==> src/rtl/temp_acq_pkg.sv <==
// Shared types and frame-format constants for the temperature acquisition slice.
package temp_acq_pkg;

  typedef enum logic [2:0] {
    IDLE,
    SETUP,
    SHIFT,
    HOLD,
    CHECK,
    GAP
  } state_t;

  localparam int unsigned FRAME_BITS = 16;
  localparam int unsigned ADC_BITS   = 12;
  localparam int unsigned LEAD_BITS  = 4;
  // Right shift that maps a 12-bit ADC code onto the 8-bit controller code
  localparam int unsigned OUT_SHIFT  = ADC_BITS - 8;

endpackage

==> src/rtl/spi_adc_rx.sv <==
// SPI mode-0 read-only receiver: CS_n sequencing, SCLK generation and the 16-bit shift register.
module spi_adc_rx
  import temp_acq_pkg::*;
#(
  parameter int unsigned CLK_DIV = 25
) (
  input  logic                  Clock,
  input  logic                  Reset,
  input  logic                  start,
  input  logic                  adc_miso,
  output logic                  adc_sclk,
  output logic                  adc_cs_n,
  output logic                  frame_done_c,
  output logic [FRAME_BITS-1:0] frame
);

  localparam int unsigned DIV_W = $clog2(CLK_DIV);
  localparam int unsigned BIT_W = $clog2(FRAME_BITS);

  state_t                  state_q, state_d;
  logic [DIV_W-1:0]        cnt_q, cnt_d;
  logic [BIT_W-1:0]        bit_q, bit_d;
  logic                    sclk_q, sclk_d;
  logic                    cs_n_q, cs_n_d;
  logic [FRAME_BITS-1:0]   shreg_q, shreg_d;
  logic                    phase_end;

  assign phase_end = (cnt_q == DIV_W'(CLK_DIV - 1));

  // Each phase (setup, high, low, hold) lasts CLK_DIV cycles; transitions happen on phase_end
  always_comb begin
    state_d      = state_q;
    cnt_d        = cnt_q + DIV_W'(1);
    bit_d        = bit_q;
    sclk_d       = sclk_q;
    cs_n_d       = cs_n_q;
    shreg_d      = shreg_q;
    frame_done_c = 1'b0;
    case (state_q)
      IDLE: begin
        cnt_d = '0;
        if (start) begin
          state_d = SETUP;
          cs_n_d  = 1'b0;
        end
      end
      SETUP: begin
        if (phase_end) begin
          state_d = SHIFT;
          cnt_d   = '0;
          bit_d   = '0;
          sclk_d  = 1'b1;
          shreg_d = {shreg_q[FRAME_BITS-2:0], adc_miso};
        end
      end
      SHIFT: begin
        if (phase_end) begin
          cnt_d = '0;
          if (sclk_q) begin
            sclk_d = 1'b0;
          end else if (bit_q == BIT_W'(FRAME_BITS - 1)) begin
            state_d = HOLD;
          end else begin
            sclk_d  = 1'b1;
            bit_d   = bit_q + BIT_W'(1);
            shreg_d = {shreg_q[FRAME_BITS-2:0], adc_miso};
          end
        end
      end
      HOLD: begin
        if (phase_end) begin
          state_d      = IDLE;
          cnt_d        = '0;
          cs_n_d       = 1'b1;
          frame_done_c = 1'b1;
        end
      end
      default: begin
        state_d = IDLE;
        cnt_d   = '0;
        sclk_d  = 1'b0;
        cs_n_d  = 1'b1;
      end
    endcase
  end

  always_ff @(posedge Clock or posedge Reset) begin
    if (Reset) begin
      state_q <= IDLE;
      cnt_q   <= '0;
      bit_q   <= '0;
      sclk_q  <= 1'b0;
      cs_n_q  <= 1'b1;
      shreg_q <= '0;
    end else begin
      state_q <= state_d;
      cnt_q   <= cnt_d;
      bit_q   <= bit_d;
      sclk_q  <= sclk_d;
      cs_n_q  <= cs_n_d;
      shreg_q <= shreg_d;
    end
  end

  assign adc_sclk = sclk_q;
  assign adc_cs_n = cs_n_q;
  assign frame    = shreg_q;

endmodule

==> src/rtl/temp_acquire.sv <==
// Pipe temperature acquisition: frame validation, averaging, fault tracking and frame pacing.
module temp_acquire
  import temp_acq_pkg::*;
#(
  parameter int unsigned CLK_DIV    = 25,
  parameter int unsigned AVG_LOG2   = 2,
  parameter int unsigned SAMPLE_GAP = 1000,
  parameter int unsigned ERR_LIMIT  = 3
) (
  input  logic       Clock,
  input  logic       Reset,
  input  logic       Enable,
  input  logic       Adc_Miso,
  output logic       Adc_Sclk,
  output logic       Adc_Cs_n,
  output logic [7:0] Temp_Data,
  output logic       Temp_Valid,
  output logic       Sensor_Fault,
  output logic       Frame_Err
);

  localparam int unsigned ACC_W = ADC_BITS + AVG_LOG2;
  localparam int unsigned CNT_W = AVG_LOG2 + 1;
  localparam int unsigned NAVG  = 1 << AVG_LOG2;
  localparam int unsigned ERR_W = $clog2(ERR_LIMIT + 1);
  localparam int unsigned GAP_W = $clog2(SAMPLE_GAP + 1);

  state_t                state_q, state_d;
  logic [ACC_W-1:0]      acc_q, acc_d;
  logic [CNT_W-1:0]      smp_cnt_q, smp_cnt_d;
  logic [ERR_W-1:0]      err_cnt_q, err_cnt_d;
  logic [GAP_W-1:0]      gap_cnt_q, gap_cnt_d;
  logic [7:0]            temp_data_q, temp_data_d;
  logic                  temp_valid_q, temp_valid_d;
  logic                  fault_q, fault_d;
  logic                  frame_err_q, frame_err_d;

  logic                  start_c;
  logic                  frame_done_c;
  logic [FRAME_BITS-1:0] frame;
  logic [ACC_W-1:0]      sum_c;
  logic [CNT_W-1:0]      cnt_inc_c;
  logic                  gap_last_c;

  spi_adc_rx #(.CLK_DIV(CLK_DIV)) u_rx (
    .Clock        (Clock),
    .Reset        (Reset),
    .start        (start_c),
    .adc_miso     (Adc_Miso),
    .adc_sclk     (Adc_Sclk),
    .adc_cs_n     (Adc_Cs_n),
    .frame_done_c (frame_done_c),
    .frame        (frame)
  );

  assign gap_last_c = (gap_cnt_q == GAP_W'(SAMPLE_GAP - 1));
  assign start_c    = Enable && ((state_q == IDLE) || ((state_q == GAP) && gap_last_c));
  assign sum_c      = acc_q + ACC_W'(frame[ADC_BITS-1:0]);
  assign cnt_inc_c  = smp_cnt_q + CNT_W'(1);

  // SETUP here covers the whole serial frame (setup, shift, hold) run by u_rx
  always_comb begin
    state_d      = state_q;
    acc_d        = acc_q;
    smp_cnt_d    = smp_cnt_q;
    err_cnt_d    = err_cnt_q;
    gap_cnt_d    = gap_cnt_q;
    temp_data_d  = temp_data_q;
    temp_valid_d = 1'b0;
    fault_d      = fault_q;
    frame_err_d  = 1'b0;
    case (state_q)
      IDLE: begin
        if (Enable) state_d = SETUP;
      end
      SETUP: begin
        if (frame_done_c) state_d = CHECK;
      end
      CHECK: begin
        state_d   = GAP;
        gap_cnt_d = '0;
        if (frame[FRAME_BITS-1 -: LEAD_BITS] != '0) begin
          frame_err_d = 1'b1;
          if (err_cnt_q != ERR_W'(ERR_LIMIT)) err_cnt_d = err_cnt_q + ERR_W'(1);
          if (err_cnt_d == ERR_W'(ERR_LIMIT)) fault_d = 1'b1;
        end else begin
          err_cnt_d = '0;
          if (cnt_inc_c == CNT_W'(NAVG)) begin
            temp_data_d  = 8'(sum_c >> (AVG_LOG2 + OUT_SHIFT));
            temp_valid_d = 1'b1;
            acc_d        = '0;
            smp_cnt_d    = '0;
          end else begin
            acc_d     = sum_c;
            smp_cnt_d = cnt_inc_c;
          end
        end
      end
      GAP: begin
        gap_cnt_d = gap_cnt_q + GAP_W'(1);
        if (gap_last_c) state_d = Enable ? SETUP : IDLE;
      end
      default: state_d = IDLE;
    endcase
  end

  always_ff @(posedge Clock or posedge Reset) begin
    if (Reset) begin
      state_q      <= IDLE;
      acc_q        <= '0;
      smp_cnt_q    <= '0;
      err_cnt_q    <= '0;
      gap_cnt_q    <= '0;
      temp_data_q  <= '0;
      temp_valid_q <= 1'b0;
      fault_q      <= 1'b0;
      frame_err_q  <= 1'b0;
    end else begin
      state_q      <= state_d;
      acc_q        <= acc_d;
      smp_cnt_q    <= smp_cnt_d;
      err_cnt_q    <= err_cnt_d;
      gap_cnt_q    <= gap_cnt_d;
      temp_data_q  <= temp_data_d;
      temp_valid_q <= temp_valid_d;
      fault_q      <= fault_d;
      frame_err_q  <= frame_err_d;
    end
  end

  assign Temp_Data    = temp_data_q;
  assign Temp_Valid   = temp_valid_q;
  assign Sensor_Fault = fault_q;
  assign Frame_Err    = frame_err_q;

endmodule
==> config.mk <==
export PLATFORM = sky130hd
export DESIGN_NAME = temp_acquire
export DESIGN_NICKNAME = d
export VERILOG_FILES = /design/src/rtl/temp_acq_pkg.sv /design/src/rtl/spi_adc_rx.sv /design/src/rtl/temp_acquire.sv
export SDC_FILE = /design/constraint.sdc
export NUM_CORES = 1
export LEC_CHECK = 0
export ABC_AREA = 1
export CORE_ASPECT_RATIO = 1.5
export CORE_MARGIN = 2
export CORE_UTILIZATION = 28
export DETAILED_ROUTE_END_ITERATION = 10
export PLACE_DENSITY_LB_ADDON = 0.08
export SYNTH_ARGS = -nofsm -noshare
export SYNTH_HDL_FRONTEND = slang
export SYNTH_SLANG_ARGS = --single-unit
==> constraint.sdc <==
create_clock -name Clock -period 2.4 [get_ports Clock]
set_clock_uncertainty 0.05 [all_clocks]
set_input_delay 0.24 -clock Clock [delete_from_list [all_inputs] [get_ports Clock]]
set_output_delay 0.24 -clock Clock [all_outputs]
set_load 0.01 [all_outputs]
# Word level (Yosys, flattened, before mapping)
# Index checks and enable logic that the tools add are counted.
# W data, S select, Z words.
dict set report word_totals {
  reg_bits 73
  in_bits 4
  output_inout_bits 13
  word_cells 110
}
dict set report op_classes {
  addsub 6
  n_eq_ne 22
  muxes 45
  bitwise 3
  reduce_logical 19
}
# op count
set op_table {}
lappend op_table {{$mux W16} 4}
lappend op_table {{$pmux W16 S2} 1}
lappend op_table {{$mux W3} 10}
lappend op_table {{$pmux W3 S4} 2}
lappend op_table {{$pmux W10 S2} 1}
lappend op_table {{$mux W4} 4}
lappend op_table {{$reduce_and A3 Y1} 5}
lappend op_table {{$add A14 B12 Y14} 1}
lappend op_table {{$mux W14} 1}
lappend op_table {{$ne A2 B2 Y1 const B} 7}
lappend op_table {{$mux W1} 13}
lappend op_table {{$add A10 B1 Y10 const B} 1}
lappend op_table {{$eq A10 B10 Y1 const B} 1}
lappend op_table {{$mux W5} 2}
lappend op_table {{$eq A3 B3 Y1 const B} 3}
lappend op_table {{$mux W2} 4}
lappend op_table {{$ne A2 B1 Y1 const B} 4}
lappend op_table {{$pmux W4 S2} 1}
lappend op_table {{$eq A3 B1 Y1 const B} 2}
lappend op_table {{$eq A3 B2 Y1 const B} 2}
lappend op_table {{$logic_not A3 Y1} 2}
lappend op_table {{$pmux W1 S3} 2}
lappend op_table {{$reduce_and A6 Y1} 1}
lappend op_table {{$add A5 B1 Y5 const B} 1}
lappend op_table {{15 further kinds} 20}

# Longest topological paths before layout
# Gate-level depths: netlist of the first run.
dict set report depth {
  depth_word 6
  depth_mapped 10
  depth_no_buf 10
}

# Modules after synthesis
# Synthesis of the first run repeated with hierarchy kept, for this count alone.
dict set report hier_totals {
  cells_unflattened 522
  area_unflattened_um2 4051.4
}
# module n_inst cells_per_inst area_each_um2 seq_area_each_um2
set modules_own_cells {}
lappend modules_own_cells {temp_acquire 1 353 2647.5 1051.0}
lappend modules_own_cells {spi_adc_rx 1 169 1403.8 726.9}

# Worst setup path after synthesis of the first run
# Ideal clock, no wire load.
dict set report synth_timing {
  kind {register to register}
  startpoint {register acc_q[0]}
  endpoint {register acc_q[8]}
  t_arrival_ps 1594
  t_required_ps 2222
  slack_ps 627
  stages_incl_launch_ff 9
  n_path_buf 0
  period_less_slack_ps 1773
  path_cell_list {dfrtp_1 ha_1 fa_1 nand3_1 nand3_1 nand2_1 nand2_1 xnor2_1 o21ai_0}
}
dict set report synth_between {
  elab_chain_len 2
}
# element line_no
set synth_lines {}
lappend synth_lines {{start, declared} temp_acquire.sv:29} ;# logic [ACC_W-1:0] acc_q, acc_d;
lappend synth_lines {{start signal, assigned} temp_acquire.sv:110} ;# acc_q <= '0;
lappend synth_lines {{start signal, assigned} temp_acquire.sv:120} ;# acc_q <= acc_d;
lappend synth_lines {{$add A14 B12 Y14} temp_acquire.sv:58} ;# assign sum_c = acc_q + ACC_W'(frame[ADC_BITS-1:0]);
lappend synth_lines {{$mux W14} temp_acquire.sv:88} ;# if (cnt_inc_c == CNT_W'(NAVG)) begin
# No other way between the ends.
# A chain may end at the register's enable or synchronous reset.

# Final worst setup path of the first run
# Same ends and word-level chain as after synthesis.

==> results of run 1 <==
[state kept, by name, summed over array words and instances, names as in the netlist]
signal / flops
Temp_Data: 8
smp_cnt_q: 3
gap_cnt_q: 10
Frame_Err: 1
acc_q: 14
u_rx.bit_q: 4
u_rx.adc_cs_n: 1
state_q: 2
u_rx.frame: 16
Temp_Valid: 1
u_rx.cnt_q: 5
err_cnt_q: 2
u_rx.adc_sclk: 1
Sensor_Fault: 1
u_rx.state_q: 2
[cell usage in the layout, fill, tap and decap left out, types with 2 or more instances in the layout]
master	instances
nor3_1	2
a21oi_1	11
or2_2	2
buf_4	2
inv_1	75
dfrtp_1	70
xor2_1	2
a22o_1	4
xnor2_1	6
clkbuf_16	9
o21ai_0	24
o21ai_2	10
ha_1	28
nand3_1	35
o31ai_1	2
inv_2	2
clkdlybuf4s50_1	16
o21ai_1	4
clkbuf_8	4
inv_4	2
nand4_1	7
nor2_1	33
nand2_1	149
nand2_2	3
[worst max-delay path: stages (launching register included)]
cell	delay (ns)
dfrtp_1	0.38
ha_1	0.23
fa_1	0.43
nand3_1	0.09
nand3_1	0.16
nand2_1	0.10
nand2_1	0.06
xnor2_1	0.22
o21ai_0	0.11
[metrics by stage]
stage          hold WS (ns)  area [sq um]  setup WS [ns]
4_1_cts               0.277          4700          0.421
2_1_floorplan         0.312          4020          0.315
3_5_place_dp          0.400          4390          0.424
5_1_grt               0.308          4700          0.253
3_3_place_gp          0.400          4390          0.475
6_report              0.231          4700          0.446
[report_power, final]
part / switching [mW] / leakage, nW / internal [mW] / total, mW
logic: 0.0262 / 1.28 / 0.00827 / 0.0345
registers: 0 / 0.959 / 1.20 / 1.20
clock network: 0.507 / 0.154 / 0.913 / 1.42
[routing by layer]
layer,part of all wire (%),track usage [%],vias up
met3,1.8,2.23,10
met5,0,0,-
met2,52,22.0,20
met1,44,14.5,1408
li1,-,-,1624
met4,2.0,5.20,0
[cell families after synthesis]
family,count (synthesis)
simple gates,239
compound gates,62
fa+ha+maj,29
mux,1
flops,71
xor+xnor,8
buf+inv,85
[worst max-delay path by stage]
stage	from	endpoint	cells past startpoint	slack [ns]
after floorplan	Reset	Frame_Err$_DFF_PP0_	1	0.32
after global placement	acc_q[0]$_DFFE_PP0P_	acc_q[8]$_DFFE_PP0P_	8	0.48
after detailed placement	acc_q[0]$_DFFE_PP0P_	acc_q[8]$_DFFE_PP0P_	8	0.42
after CTS	acc_q[0]$_DFFE_PP0P_	acc_q[8]$_DFFE_PP0P_	8	0.42
after global routing	acc_q[0]$_DFFE_PP0P_	acc_q[8]$_DFFE_PP0P_	8	0.25
final	acc_q[0]$_DFFE_PP0P_	acc_q[8]$_DFFE_PP0P_	8	0.45
[layout make-up]
type | instances | area, sq um | share of cell area, %
clock buffers | 13 | 280 | 5.96
flip-flops and latches | 71 | 1780 | 37.8
clock inverters | 2 | 37.5 | 0.798
well taps | 192 | 240 | 5.11
repair buffers | 19 | 195 | 4.15
inverters | 79 | 302 | 6.41
multi-input cells | 339 | 1870 | 39.8
==> key figures, run 1 <==
Status
  – Status: finished, final reports clean

Timing
  – RSZ-0062 raised after global routing: false
  – Tcrit/Tclk final: around four fifths
  – Fmax: roughly 510 MHz
  – Final setup fails: 0
  – Slew Limit Fails: 0
  – Hold Fails Final Rpt: 0
  – Max-slew headroom: between 60% and 70%
  – Fin Setup TNS: 0 ns
  – Min Tclk post-route: 1.95 ns
  – Slew @ Worst Pin: between 0.4 and 0.5 ns

GRT
  – Initial antenna violation count: 0
  – Overflow left after global routing: 0
  – First-pass GRT wire length: ~15000 um
  – Largest net degree at the start of global routing: 72
  – GRT Total Usage: around an eighth
  – Vias in the first global route: ~3100

Placement
  – Final GP Congestion: around 0.80
  – Dpl hpwl: between 6000 and 7000 um
  – Port Buffers: 16
  – Placed cell count: 700

Floorplan
  – Row count: 53
  – Top Ports: 17
  – Starting Density: about 29%
  – Core outline area: around 14000 sq um
  – Die area: roughly 15000 sq um
  – Die X: between 100 and 150 um
  – Die Ht: around 150 um

Synthesis
  – Post-synthesis xor/xnor area fraction: about 1.7%
  – Syn_nets: 528
  – Post-synth top area cell: dfrtp_1
  – Mux cell area share after synthesis: less than 1%
  – Distinct cells, synth: 41
  – Commonest cells post-synth: 149 x nand2_1, 76 x inv_1, 70 x dfrtp_1, 35 x nand3_1, 33 x nor2_1
  – Number of flops mapped to enable cells by yosys: 0
  – Most common cell in the synthesized netlist: nand2_1
  – Post-synth ARST share: 100%
  – Simple-gate portion of the synthesized area: 25.6%
  – Yosys top cell area share: 43.6%
  – Area contributors post-synth: dfrtp_1 44%, nand2_1 14%, ha_1 8.7%, inv_1 7.1%, nand3_1 4.4%
  – Largest family of logic cells by synthesized area: simple AND/OR/NAND/NOR gates
  – Flops & latches, synth: between 70 and 80
  – Post-synthesis average cell area: just over 8 sq um
  – Predominant post-synthesis flop cell: dfrtp_1
  – Adder-Cell Fraction of Synth Area: approximately 9.2%
  – Sequential share of the synthesized area: between 40% and 50%
  – Mapped Cells: a little under 500
  – Synth Area in Compound Gates: 9.74%
  – Yosys warning count: 0
  – Synth Cell Area: 4020 sq um

Worst setup path
  – R2R depth: 8
  – WP data arrival: roughly 2.1 ns
  – CP Class: reg2reg
  – End of the worst register-to-register path: acc_q[8]$_DFFE_PP0P_
  – CP Data Required Time: 2.56 ns
  – Worst R2R Setup Slack: around 0.45 ns
  – Crit Path Max Fanout: 5
  – CP Capture Type: register
  – CP Launch Type: register
  – Worst r2r src: acc_q[0]$_DFFE_PP0P_

Clock network
  – Worst skew pair latency: roughly 0.33 ns
  – Clock Sinks: slightly above 70
  – CTS max path bufs: 2
  – Post-CTS Setup Bufs: 0
  – CTS Hold Bufs: 0
  – Num CTS Buffers: 9
  – CTS tree: built
  – H-tree levels: 3
  – CTS resizes: 0
  – Clk slew on worst S/H paths: roughly 0.06 ns
  – Root Buffer: clkbuf_16

Finish
  – Share of layout cells above drive strength 1: roughly 8.6%
  – Cell Count, Final, Fillers Out: roughly 700
  – Final Util: between 30% and 40%
  – N_diodes: 0
  – Fillers: 1515
  – Area grow syn2layout: 17.0%
  – Final nets: between 500 and 600

Route
  – Drt wl/cell: 12.0 um
  – Via/cell ratio: approximately 4.3
  – DRT iter0 DRCs: 74
  – Post-DRT Antenna Nets: 0
  – Drt total wl: between 8000 and 9000 um
  – Vias post-DR: between 3000 and 4000
  – TritonRoute pass-1 iters: 4
  – Residual DRC count: 0

Hold path
  – Worst min path class: in2async

Power and ir drop
  – Maximum VDD drop: roughly 0.33 mV
  – Pwr Total: between 2 and 3 mW
  – Total power per unit cell area: 564 nW/um^2
  – Pleak: ~2.4 nW

Run
  – Max cap viols: 0
(Power assumes the default switching activity.)
==> inputs of run 2 (changes only) <==
Clock period 2.4 ns to 1.95 ns, I/O delays scaled along.
==> key figures, run 2 (synthesis gave the netlist of run 1 again) <==
GRT
  – First-pass GRT wire length: 15100 um (+2.5%)
  – Initial antenna violation count: 0 (unchanged)
  – GRT Total Usage: 12.7% (+0.31 points)
  – Overflow left after global routing: 0 (unchanged)
  – Vias in the first global route: 3197 (+1.7%)
  – Largest net degree at the start of global routing: 23 (-68%)

Timing
  – RSZ-0062 raised after global routing: false
  – Slew Limit Fails: 0 (unchanged)
  – Tcrit/Tclk final: 92.1% (+11 points)
  – Slew @ Worst Pin: 0.527 ns (+0.0528 ns)
  – Fin Setup TNS: 0 ns (unchanged)
  – Fmax: 557 MHz (+8.8%)
  – Min Tclk post-route: 1.80 ns (-0.158 ns)
  – Hold Fails Final Rpt: 0 (unchanged)
  – Max-slew headroom: 64.8% (-3.6 points)
  – Final setup fails: 0 (unchanged)
  – Fin worst setup slack: 0.154 ns (-0.292 ns)

Floorplan
  – Row count: 53 (unchanged)
  – Core outline area: 14100 sq um (unchanged)
  – Die area: 15400 sq um (unchanged)
  – Die Ht: 151 um (unchanged)
  – Top Ports: 17 (unchanged)
  – Die X: 102 um (unchanged)
  – Starting Density: 28.6% (unchanged)

Finish
  – Final Cell Area: 4830 sq um (+2.8%)
  – Commonest non-fill, non-tap cell in the layout: nand2_1
  – Share of layout cells above drive strength 1: 10.7% (+2.1 points)
  – N_diodes: 0 (unchanged)
  – Final nets: 561 (+1.6%)
  – Largest register FFs: 16 (unchanged)
  – Area grow syn2layout: 20.3%
  – Most frequent cells in the layout: 149 x nand2_1, 75 x inv_1, 70 x dfrtp_1

Clock network
  – Clock Sinks: 71 (unchanged)
  – CTS tree: built
  – Worst skew pair latency: 0.34 ns (about the same)
  – Clk slew on worst S/H paths: 0.06 ns (about the same)
  – CTS max path bufs: 2 (unchanged)
  – H-tree levels: 3 (unchanged)
  – Num CTS Buffers: 9 (unchanged)
  – Root Buffer: clkbuf_16
  – CTS Hold Bufs: 0 (unchanged)

Worst setup path
  – CP Data Required Time: 2.15 ns (-0.41 ns)
  – Most used cell, CP: nand2_1
  – Max stage delay cell, worst path: fa_1
  – WP data arrival: 2.00 ns (-0.12 ns)
  – CP bufs+invs: 0 (unchanged)
  – CP Capture Type: register
  – Crit-path max cell delay: 0.39 ns (-0.04 ns)
  – CP Launch Type: register
  – Crit Path Max Fanout: 4 (-1)
  – Crit-path cells: ha_1, fa_1, nand3_1, nand3_2, nand2_1, nand2_1, xnor2_2, o21ai_0
  – CP Class: reg2reg
  – Delay-heaviest family, CP: adder cells

Route
  – Drt wl/cell: 12.1 um (+0.47%)
  – TritonRoute pass-1 iters: 6 (+2)
  – Drt total wl: 8740 um (+1.9%)
  – Via/cell ratio: 4.31 (+0.65%)
  – Residual DRC count: 0 (unchanged)
  – Vias post-DR: 3125 (+2.1%)
  – DRT iter0 DRCs: 107 (+45%)
  – Post-DRT Antenna Nets: 0 (unchanged)

Hold path
  – Worst min path class: in2async

Placement
  – Dpl hpwl: 6720 um (+8.5%)
  – Final GP Congestion: 0.820 (+2.1%)
  – Place WS: 0.0672 ns (-0.357 ns)
  – DP Area: 4470 sq um (+2.0%)
  – Port Buffers: 16 (unchanged)

Power and ir drop
  – Clock group share of total power: 54.1% (+0.6 points)
  – Combinational Power Share: 1.6% (+0.3 points)
  – Sw Share: 20.4% (+0.31 points)
  – Seq pwr share: 44.3% (-0.9 points)
  – Internal power: 2.65 mW (+25%)
  – Sw Pwr: 0.680 mW (+27%)
  – Maximum VDD drop: 0.373 mV (+12%)
  – Pleak: 2.46 nW (+2.4%)
  – Total power per unit cell area: 688 nW/um^2 (+22%)

Status
  – Status: finished, final reports clean

Run
  – Max cap viols: 0 (unchanged)
run 2: power groups by stage:
stage / combinational, mW / clock [mW] / sequential, mW
4_1_cts: 0.0571 / 1.87 / 1.47
5_1_grt: 0.0616 / 1.92 / 1.47
2_1_floorplan: 0.0232 / 0 / 1.50
6_report: 0.0526 / 1.80 / 1.47
3_3_place_gp: 0.0566 / 0 / 1.50
3_5_place_dp: 0.0568 / 0 / 1.50
run 2: per-stage QoR:
step / total power, mW / instances / hold slack (ns) / util, %
3_5_place_dp: 1.56 / 706 / 0.403 / 31.8
2_1_floorplan: 1.52 / 495 / 0.267 / -
5_1_grt: 3.46 / 725 / 0.245 / 34.4
6_report: 3.33 / 725 / 0.205 / 34.4
3_3_place_gp: 1.56 / 706 / 0.400 / 31.8
4_1_cts: 3.40 / 722 / 0.219 / 34.1
run 2: metal layers:
| metal | global-route usage, % | wire (um) | vias up |
|---|---|---|---|
| li1 | - | - | 1633 |
| met1 | 14.4 | 3710 | 1454 |
| met2 | 22.9 | 4640 | 25 |
| met3 | 2.46 | 175 | 13 |
| met4 | 5.53 | 211 | 0 |
| met5 | 0 | 0 | - |
run 2: worst paths after layout:
| check | startpoint | to | slack [ns] | cells after the start |
|---|---|---|---|---|
| max in group asynchronous | Reset | u_rx.adc_cs_n$_DFFE_PP1P_ | 1.11 | 3 |
| worst max register to register | acc_q[0]$_DFFE_PP0P_ | acc_q[8]$_DFFE_PP0P_ | 0.15 | 8 |
| worst max-delay path | acc_q[0]$_DFFE_PP0P_ | acc_q[8]$_DFFE_PP0P_ | 0.15 | 8 |
| worst min register to register | u_rx.adc_cs_n$_DFFE_PP1P_ | u_rx.adc_cs_n$_DFFE_PP1P_ | 0.41 | 2 |
| worst min-delay path | Reset | u_rx.frame[12]$_DFFE_PP0P_ | 0.20 | 2 |
| min in group Clock | Adc_Miso | u_rx.frame[0]$_DFFE_PP0P_ | 0.40 | 3 |
run 2: what timing repair did:
item,CTS,global route
setup buffers,0,3
setup endpoints to repair,0,9
gates resized for setup,0,3
run 2: layout make-up:
cell class                      count  area [sq um]
Sequential cell                    71          1780
Tap cell                          192           240
Inverter                           79           305
Clock inverter                      5          81.3
Clock buffer                       11           243
Timing Repair Buffer               28           300
Multi-Input combinational cell    339          1890
Fill cell                        1535          9220
run 2: worst register-to-register path, cell delays in order (launching register included):
cell	delay [ns]
dfrtp_1	0.38
ha_1	0.22
fa_1	0.39
nand3_1	0.10
nand3_2	0.10
nand2_1	0.08
nand2_1	0.08
xnor2_2	0.15
o21ai_0	0.17
==> RTL change (settings of run 1) <==
Register the inputs `Enable` and `Adc_Miso` before use, with the module's reset. The logic sees them one clock later.
--- a/src/rtl/temp_acquire.sv
+++ b/src/rtl/temp_acquire.sv
@@ -25,6 +25,19 @@
   localparam int unsigned ERR_W = $clog2(ERR_LIMIT + 1);
   localparam int unsigned GAP_W = $clog2(SAMPLE_GAP + 1);
 
+  logic Enable_q;
+  logic Adc_Miso_q;
+
+  always_ff @(posedge Clock or posedge Reset) begin
+    if (Reset) begin
+      Enable_q   <= '0;
+      Adc_Miso_q <= '0;
+    end else begin
+      Enable_q   <= Enable;
+      Adc_Miso_q <= Adc_Miso;
+    end
+  end
+
   state_t                state_q, state_d;
   logic [ACC_W-1:0]      acc_q, acc_d;
   logic [CNT_W-1:0]      smp_cnt_q, smp_cnt_d;
@@ -46,7 +59,7 @@
     .Clock        (Clock),
     .Reset        (Reset),
     .start        (start_c),
-    .adc_miso     (Adc_Miso),
+    .adc_miso     (Adc_Miso_q),
     .adc_sclk     (Adc_Sclk),
     .adc_cs_n     (Adc_Cs_n),
     .frame_done_c (frame_done_c),
@@ -54,7 +67,7 @@
   );
 
   assign gap_last_c = (gap_cnt_q == GAP_W'(SAMPLE_GAP - 1));
-  assign start_c    = Enable && ((state_q == IDLE) || ((state_q == GAP) && gap_last_c));
+  assign start_c    = Enable_q && ((state_q == IDLE) || ((state_q == GAP) && gap_last_c));
   assign sum_c      = acc_q + ACC_W'(frame[ADC_BITS-1:0]);
   assign cnt_inc_c  = smp_cnt_q + CNT_W'(1);
 
@@ -71,7 +84,7 @@
     frame_err_d  = 1'b0;
     case (state_q)
       IDLE: begin
-        if (Enable) state_d = SETUP;
+        if (Enable_q) state_d = SETUP;
       end
       SETUP: begin
         if (frame_done_c) state_d = CHECK;
@@ -98,7 +111,7 @@
       end
       GAP: begin
         gap_cnt_d = gap_cnt_q + GAP_W'(1);
-        if (gap_last_c) state_d = Enable ? SETUP : IDLE;
+        if (gap_last_c) state_d = Enable_q ? SETUP : IDLE;
       end
       default: state_d = IDLE;
     endcase
Check against the original RTL: not equivalent (Yosys sat finds a counterexample within 4 cycles, from zero or initial values and one cycle with Reset high).
==> RTL change against run 1 <==
First-iteration DRC count grew 53%; worst setup slack gained 0.019 ns; synthesized area grew 1.4%; count of clock-buffer cells in the layout shrank 2; sequential cell count grew 2; core utilization shrank 0.078 points; cell area grew 2.1%; critical path depth is the same; routed wire length grew 7.2%; critical path type unchanged.
Power is not compared: it rests on default switching activity, and its combinational part moved more than twofold at a synthesized area within 25%.
==> RTL change: results (changes against run 1) <==
Timing
  • Actual transition at the worst max-transition pin: 0.5331 ns (+0.05854 ns)
  • Worst hold slack: 0.1998 ns (-0.03154 ns)
  • Max-slew violation total from the final report: 0 (unchanged)

GRT
  • Global router's overall resource usage: 13.49% (+1.1 points)
  • Global-route wire length before repair: 16190 um (+10%)
  • Number of global-route vias before repair: 3333 (+6.0%)
  • Pin count of the biggest net entering global routing: 29 (-60%)

Route
  • Number of DRC markers in iteration 0: 113 (+53%)
  • Vias per std cell: 4.317 (+0.80%)
  • Vias: 3177 (+3.8%)
  • Wirelength, routed: 9197 um (+7.2%)

Synthesis
  • Number of different library cells in the post-synthesis netlist: 35 (-15%)
  • Gate count of the mapped netlist: 509 (+2.8%)
  • Main area contributors after synthesis: sky130_fd_sc_hd__dfrtp_1 44%, sky130_fd_sc_hd__nand2_1 15%, sky130_fd_sc_hd__ha_1 8.6%
  • Sequential fraction of the synthesis area: 44.84% (+0.62 points)
  • Net count after synthesis: 542 (+2.7%)
  • Synth cell count leaders: 158 x sky130_fd_sc_hd__nand2_1, 78 x sky130_fd_sc_hd__inv_1, 72 x sky130_fd_sc_hd__dfrtp_1

Finish
  • Number of non-clock buffers in the layout: 22 (+3)
  • Net count, final: 568 (+2.9%)
  • Area of the multi-input gates: 1869 um2 (-0.13%)
  • Portion of the layout cell area used by clock cells: 6.875% (+0.12 points)
  • Fraction of final layout cells sized beyond drive strength 1: 7.963% (-0.64 points)
  • Non-clock buffer area fraction after layout: 4.531% (+0.38 points)
  • Sequential standard cell area: 1828 um2 (+2.8%)
  • Number of multi-input combinational cells in the layout: 347 (+2.4%)
  • Final-layout clock buffer total: 11 (-2)

Critical path
  • Arr. time, crit path: 2.10 ns (-0.02 ns)
  • Slowest cell on the critical path: sky130_fd_sc_hd__fa_1
  • Setup slack on the worst flop-to-flop path: 0.47 ns (+0.02 ns)

Outcome
  • Run status: completed

Clock network
  • Number of gates given a new drive strength after cts: 0 (unchanged)
  • Sinks on Clock Net: 73 (+2.8%)

Placed design
  • Number of placed instances, taps included: 720 (+2.9%)
  • Half-perimeter wire length after detailed placement: 6997 um (+13%)
RTL change: cell types whose count changed in the layout (fill, tap and decap cells not counted), moves of 3 or more:
cell	delta
sky130_fd_sc_hd__buf_4	+3
sky130_fd_sc_hd__o21ai_1	+8
sky130_fd_sc_hd__clkinv_2	+3
sky130_fd_sc_hd__nor2_1	-5
sky130_fd_sc_hd__o21ai_2	-3
sky130_fd_sc_hd__nand2_1	+9
RTL change: metrics by stage:
step | worst slack (ns) | instance area (um2)
2_1_floorplan | 0.2584 | 4076
3_3_place_gp | 0.5039 | 4474
3_5_place_dp | 0.4834 | 4474
4_1_cts | 0.4689 | 4805
5_1_grt | 0.2693 | 4805
6_report | 0.4650 | 4805
RTL change: logic make-up (layout without fill, tap and decap cells):
logic type | count (synthesis) | in the layout | share of synthesized area, %
XOR/XNOR | 8 | 8 | 1.719
AO/OA/AOI/OAI | 63 | 63 | 8.902
adder cells (fa/ha/maj) | 29 | 29 | 9.085
AND/OR/NAND/NOR | 247 | 247 | 26.15
buffers and inverters | 89 | 120 | 9.300
flip-flops | 73 | 73 | 44.84
RTL change: how the worst max path moves through the flow:
| stage | endpoint | slack (ns) | cells after the start |
|---|---|---|---|
| after global placement | Temp_Data[0] | 0.50 | 8 |
| after CTS | acc_q[8] | 0.47 | 8 |
| after floorplan | Adc_Miso_q | 0.26 | 1 |
| after detailed placement | acc_q[8] | 0.48 | 8 |
| after global routing | acc_q[8] | 0.27 | 8 |
| final | acc_q[8] | 0.47 | 8 |
RTL change: power by group:
part	internal [W]	switching (W)
clock network	0.000964	0.000545
registers	0.00160	0.000266
logic	0.000860	0.00151
RTL change: routing by layer:
layer,global-route usage [%],routed length [um]
met5,0,0
met4,5.667,225
met3,2.615,242
met2,24.08,4863
met1,15.48,3867
